$ cat src/rtl/mux_rr_arbiter.sv
// Round-robin arbiter/sequencer for a 4:1 data mux: grants one requester,
// drives the select lines, and registers the selected data with a valid flag.
module mux_rr_arbiter #(
  parameter int WIDTH    = 1,
  parameter int MAX_HOLD = 4
) (
  input  logic             clk,
  input  logic             rst_n,
  input  logic [3:0]       req,
  input  logic [WIDTH-1:0] i0,
  input  logic [WIDTH-1:0] i1,
  input  logic [WIDTH-1:0] i2,
  input  logic [WIDTH-1:0] i3,
  output logic [3:0]       gnt,
  output logic             s1,
  output logic             s0,
  output logic [WIDTH-1:0] y,
  output logic             y_valid
);

  typedef enum logic {IDLE, GRANT} state_t;

  localparam logic [3:0] HOLD_MAX = 4'(MAX_HOLD);

  state_t                  state, state_nxt;
  logic [1:0]              ptr, ptr_nxt;
  logic [1:0]              owner, owner_nxt;
  logic [3:0]              hold_cnt, hold_nxt;
  logic [3:0]              gnt_nxt;
  logic [3:0]              others;
  logic [2:0]              win, win_rel;
  logic                    rel;
  logic [3:0][WIDTH-1:0]   din;

  assign din   = {i3, i2, i1, i0};
  assign owner = {s1, s0};

  // {found, index} of the first set request searching p, p+1, p+2, p+3.
  function automatic logic [2:0] pick(input logic [3:0] r, input logic [1:0] p);
    logic [2:0] res;
    logic [1:0] idx;
    res = '0;
    for (int k = 3; k >= 0; k--) begin
      idx = p + 2'(k);
      if (r[idx]) res = {1'b1, idx};
    end
    return res;
  endfunction

  always_comb begin
    state_nxt = state;
    ptr_nxt   = ptr;
    owner_nxt = owner;
    hold_nxt  = hold_cnt;
    others    = req & ~(4'b0001 << owner);
    win       = pick(req, ptr);
    win_rel   = pick(req, owner + 2'd1);
    rel       = !req[owner] || ((hold_cnt == HOLD_MAX) && (|others));
    case (state)
      IDLE: begin
        if (win[2]) begin
          state_nxt = GRANT;
          owner_nxt = win[1:0];
          hold_nxt  = 4'd1;
        end
      end
      GRANT: begin
        if (rel) begin
          ptr_nxt = owner + 2'd1;
          // Owner searches last from the new pointer, so it only wins again
          // when nobody else is asking.
          if (win_rel[2]) begin
            owner_nxt = win_rel[1:0];
            hold_nxt  = 4'd1;
          end else begin
            state_nxt = IDLE;
          end
        end else if (hold_cnt != HOLD_MAX) begin
          hold_nxt = hold_cnt + 4'd1;
        end
      end
      default: state_nxt = IDLE;
    endcase
    gnt_nxt = (state_nxt == GRANT) ? (4'b0001 << owner_nxt) : 4'b0000;
  end

  always_ff @(posedge clk or negedge rst_n) begin
    if (!rst_n) begin
      state    <= IDLE;
      ptr      <= 2'd0;
      hold_cnt <= 4'd0;
      gnt      <= 4'd0;
      s1       <= 1'b0;
      s0       <= 1'b0;
      y        <= '0;
      y_valid  <= 1'b0;
    end else begin
      state    <= state_nxt;
      ptr      <= ptr_nxt;
      hold_cnt <= hold_nxt;
      gnt      <= gnt_nxt;
      {s1, s0} <= owner_nxt;
      if (|gnt) y <= din[owner];
      y_valid  <= |gnt;
    end
  end

endmodule

$ cat config.mk
export PLATFORM = sky130hd
export DESIGN_NAME = mux_rr_arbiter
export DESIGN_NICKNAME = d
export VERILOG_FILES = /design/src/rtl/mux_rr_arbiter.sv
export SDC_FILE = /design/constraint.sdc
export NUM_CORES = 1
export LEC_CHECK = 0
export CAP_MARGIN = 10
export CORE_MARGIN = 3
export CORE_UTILIZATION = 50
export CTS_CLUSTER_DIAMETER = 80
export DETAILED_ROUTE_END_ITERATION = 16
export PLACE_DENSITY = 0.77
export SLEW_MARGIN = 20
export SYNTH_ARGS = -nofsm -noshare
export SYNTH_HDL_FRONTEND = slang
export SYNTH_SLANG_ARGS = --single-unit
export TNS_END_PERCENT = 100
$ cat constraint.sdc
create_clock -name clk -period 4.05 [get_ports clk]
set_input_delay 0.81 -clock clk [delete_from_list [all_inputs] [get_ports clk]]
set_output_delay 0.81 -clock clk [all_outputs]
set_load 0.02 [all_outputs]
## Word level (Yosys, flattened, before mapping)

Index checks and enable logic that the tools add are counted.

| word-level totals | value |
|---|---|
| bits of input ports | 10 |
| flip-flop bits (word level) | 15 |
| logic and storage cells | 84 |

| operators by class | value |
|---|---|
| bitwise gates (word level) | 3 |
| reductions and logical operators | 7 |
| $lt $le $gt $ge | 9 |
| eq/ne operators | 5 |
| multiplexer cells | 42 |
| shifts and indexed selects | 2 |
| add/sub/neg operators | 8 |

Operators by type and width:

| cell | number |
|---|---|
| 2-bit by 3-bit less-than comparator with 1-bit output (second input constant) | 9 |
| 3-bit 2-to-1 mux | 8 |
| 1-bit binary-select mux with 2-bit select | 10 |
| 4-bit 2-to-1 mux | 5 |
| 1-bit 2-to-1 mux | 13 |
| 2-bit adder (second input constant) | 4 |
| 4-bit case mux with 2 select lines | 1 |
| 4-bit OR reduction | 2 |
| 1-bit by 2-bit << shifter with 4-bit output (first input constant) | 2 |
| 2-bit by 1-bit adder with 2-bit output (second input constant) | 3 |
| 2-bit 2-to-1 mux | 3 |
| 4-bit by 1-bit adder with 4-bit output (second input constant) | 1 |
| 4-bit bitwise AND | 1 |
| 4-bit by 3-bit == test with 1-bit output (second input constant) | 1 |
| 4-bit by 3-bit != test with 1-bit output (second input constant) | 1 |
| 4-bit inverter | 1 |
| 2-bit case mux with 2 select lines | 1 |
| 3-bit by 1-bit != test with 1-bit output (second input constant) | 1 |
| 3-bit != test (second input constant) | 1 |
| 3-bit AND reduction | 1 |
| 2-bit != test (second input constant) | 1 |
| 1-bit case mux with 2 select lines | 1 |
| 2-bit AND reduction | 1 |
| 1-bit logical AND | 1 |
| 3 further kinds | 3 |

## Depth between registers and ports, before layout

| depth | value |
|---|---|
| word-level depth | 13 |
| depth in mapped cells | 7 |
| gate-level depth less buffers | 7 |

## Least setup slack after synthesis

Ideal clock, no wire load.

| path | value |
|---|---|
| kind | in2reg |
| from | input port req[0] |
| to | register gnt[1] |
| setup slack | 1.607 ns |
| arrival time | 2.363 ns |
| cell stages on the path | 5 |
| cells stage by stage | buf_2 > mux4_2 > a221o_1 > a311oi_2 > nor3b_2 |

| between the ends | value |
|---|---|
| cells in the longest elaborated chain, start to end | 11 |

RTL lines:

| item | line | RTL |
|---|---|---|
| from (decl) | 9 | `input logic [3:0] req,` |
| 1-bit binary-select mux with 2-bit select | 45 | `if (r[idx]) res = {1'b1, idx};` |
| 1-bit 2-to-1 mux (implied by the code) | 45 |  |
| 3-bit 2-to-1 mux (4 in a row) | 45 |  |
| 2-bit 2-to-1 mux | 72 | `if (win_rel[2]) begin` |
| 2-bit 2-to-1 mux | 68 | `if (rel) begin` |
| 2-bit case mux with 2 select lines (*) | 59 | `case (state)` |
| via owner_nxt[0] | 27 | `logic [1:0] owner, owner_nxt;` |
| 1-bit by 2-bit << shifter with 4-bit output (*) | 84 | `gnt_nxt = (state_nxt == GRANT) ? (4'b0001 << owner_nxt) : 4'b0000;` |
| 4-bit 2-to-1 mux (*) | 84 |  |
| via gnt_nxt[1] | 29 | `logic [3:0] gnt_nxt;` |
| to (signal assigned) | 101 | `gnt <= gnt_nxt;` |
| to (decl) | 14 | `output logic [3:0] gnt,` |

The timed path passes the listed nets; every way through them passes the cells marked *. The select of a mux whose other input is x is not followed.
A chain may end at the register's enable or synchronous reset.

## Final worst setup path

| path | value |
|---|---|
| from | input port req[1] |
| to | register gnt[1] |

The elaborated chain is that of the path after synthesis.

==> impl_metrics.ini <==
[run_status]
status = finished clean

[synth]
ys_ff_latch = 15
avgSynthCellArea_sq_um = 10.1
synth_nets = 113
syn_area_sq_um = 976
synthCells = 97
synth_cell_types = 40
synth_enable_flop_cells = 0
yosysMostFrequentCell = dfrtp_1
synthArstFlopShare = 1.00
synth_top_area_share = 0.385
synth_area_leaders = dfrtp_1, ha_1, mux4_2, mux2_2, a21oi_1
synth_flop_cell = dfrtp_1
ys_seq_area_frac = 0.385
ys_warn_count = 0
synth_top_area_cell = dfrtp_1

[route]
drt-initial-drc-count = 28
drtPass1Iterations = 4
wirelength_um = 2000
vias = 793
drc_errors = 0
viasPerCell = 5.66
wl_per_cell_um = 14.3
ant_nets = 0

[setup_path]
worstPathMaxFanout = 11
cp.required_ps = 4250
path_buf_inv = 1
end_kind = flop
path_cells = clkdlybuf4s50_1 > or2b_1 > a41o_1 > a221o_1 > a311oi_2 > nor3b_2
crit_slowest_cell = clkdlybuf4s50_1
startpoint_type = primary input
crit_arrival_ps = 3010
worst_path_largest_cell_delay_ps = 690
crit_type = in2reg
cp_top_family = compound AO/OA/AOI/OAI gates

[place]
globalplace.congestion = 0.835
io_buffers = 17
preCtsSetupSlack_ps = 974
post-place-cells = 136
dp_hpwl_um = 1510

[clocking]
postCtsHoldBufs = 0
cts_root_buf = clkbuf_4
cts.sinks = 15
clk_latency_ps = 280
clk_pin_slew_worst_paths_ps = 90
cts_setup_buffers = 0
cts_tree = done
clockBufferDepth = 2
ctsHtreeMaxLevel = 1
cts_buffers = 3
cts_resized = 0

[power_and_ir_drop]
p_sw_frac = 0.408
power.total_mw = 0.822
ir_drop_mv = 0.350
power_leakage_nw = 0.530
cell_internal_pwr_mw = 0.487
p_seq_frac = 0.336
clkPwrFrac = 0.099
comb_power_share = 0.565
switchingPower_mw = 0.335
pwr_density_cell_mw_per_mm2 = 696

[grt]
grt_pass1_wl_um = 3560
overflow = 0
grt_start_max_net_pins = 16
met1_usage = 0.243
antenna_found_initial = 0
met3_usage = 0.0772
top_usage_layer = met2
grt_usage = 0.186
grt_pass1_vias = 746
gr-usage-met2 = 0.276

[die]
core-area_sq_mm = 0.00178
die_h_um = 50.2
initial_core_util = 0.547
ioPinCount = 18
dieArea_sq_mm = 0.00252
fp-row-count = 15
die_width_um = 50.2

[sta]
fin_crit_ps = 2810
worst_slew_pin_slew_ps = 649
hold_viol_final = 0
worst_slack_ps = 1240
max_freq_mhz = 356
relSlewSlack = 0.566
fin_crit_sh = 0.693
rsz0062_at_grt = false
final-setup-viol-count = 0
slew_violations = 0
setup_tns_ps = 0
finClkSkew_ps = 4.56

[cells_and_area]
stdcell_count = 140
drive_gt1_frac = 0.130
syn2layout_area_growth_pct = 21.0
multi_input_area_sq_um = 547
regArea_sq_um = 375
layout.nets = 132
fillers = 142
n_antenna_cell = 0

[worst_hold_path]
hold_path_class = reg2reg

[flow_run]
maxCapViolCount = 0
[flip-flops by register name, summed over array words and instances, names as in the netlist]
| register | flops |
|---|---|
| gnt | 4 |
| s1 | 1 |
| y | 1 |
| s0 | 1 |
| state | 1 |
| y_valid | 1 |
| hold_cnt | 4 |
| ptr | 2 |
[cells by family after synthesis]
kind of cell | Yosys count | share of synthesized area
muxes | 5 | 0.0808
xor gates and xnor gates | 1 | 0.00898
AOI/OAI and AO/OA | 25 | 0.191
and+or+nand+nor | 35 | 0.203
DFF | 15 | 0.385
adders and majority gates | 6 | 0.0769
buffers and inverters | 10 | 0.0551
[power groups by stage]
stage / logic (mW) / registers [mW] / clock network, mW
floorplan: 0.285 / 0.308 / 0
global placement: 0.451 / 0.276 / 0
detailed placement: 0.465 / 0.279 / 0
CTS: 0.467 / 0.276 / 0.0858
global route: 0.513 / 0.286 / 0.0956
finish: 0.464 / 0.276 / 0.0816
[per-stage QoR]
step                      utilization  area (sq um)  hold WS (ps)
after floorplan                     -           976           478
after global placement          0.647          1150           487
after detailed placement        0.647          1150           496
after CTS                       0.662          1180           517
after global routing            0.662          1180           536
final                           0.662          1180           510
[final cells by class]
cell class              count  area share
flip-flops and latches     15       0.318
clock inverters             1     0.00424
repair buffers             18       0.150
clock buffers               3      0.0191
multi-input cells          72       0.463
inverters                   6      0.0191
well taps                  25      0.0265
[worst reg2reg max path, stage by stage, from the launching register on]
cell and delay [ps]:
dfrtp_1 560, inv_1 210, ha_1 230, or2b_1 210, a41o_1 270, a221o_1 340, a311oi_2 370, nor3b_2 210
[cell usage in the layout, fill, tap and decap left out, types with 2 or more instances in the layout]
cell type and instances:
or2b_1 3, a21oi_1 6, mux2_2 3, nor2b_1 3
mux4_2 2, ha_1 6, a31oi_1 2, inv_1 6
o21ai_0 2, nand3_1 3, nor3_1 3, nor2_1 6
a21o_1 3, dfrtp_1 15, clkbuf_4 3, nand2b_1 3
clkdlybuf4s50_1 17, nand2_1 6
[routing by layer]
metal	up-vias	share of wire
li1	386	-
met1	383	0.48
met2	20	0.45
met3	4	0.053
met4	0	0.014
met5	-	0
[worst paths after layout]
check,startpoint,end,slack (ps),cells after the start
min reg2reg,y$_DFFE_PN0P_,y$_DFFE_PN0P_,510,1
min in group asynchronous,rst_n,s1$_DFF_PN0_,920,1
min,y$_DFFE_PN0P_,y$_DFFE_PN0P_,510,1
max,req[1],gnt[1]$_DFF_PN0_,1240,6
max reg2reg,s0$_DFF_PN0_,gnt[1]$_DFF_PN0_,1560,7
max in group asynchronous,rst_n,hold_cnt[1]$_DFFE_PN0P_,2710,1
Note: power is estimated with default switching activity, not from simulation.
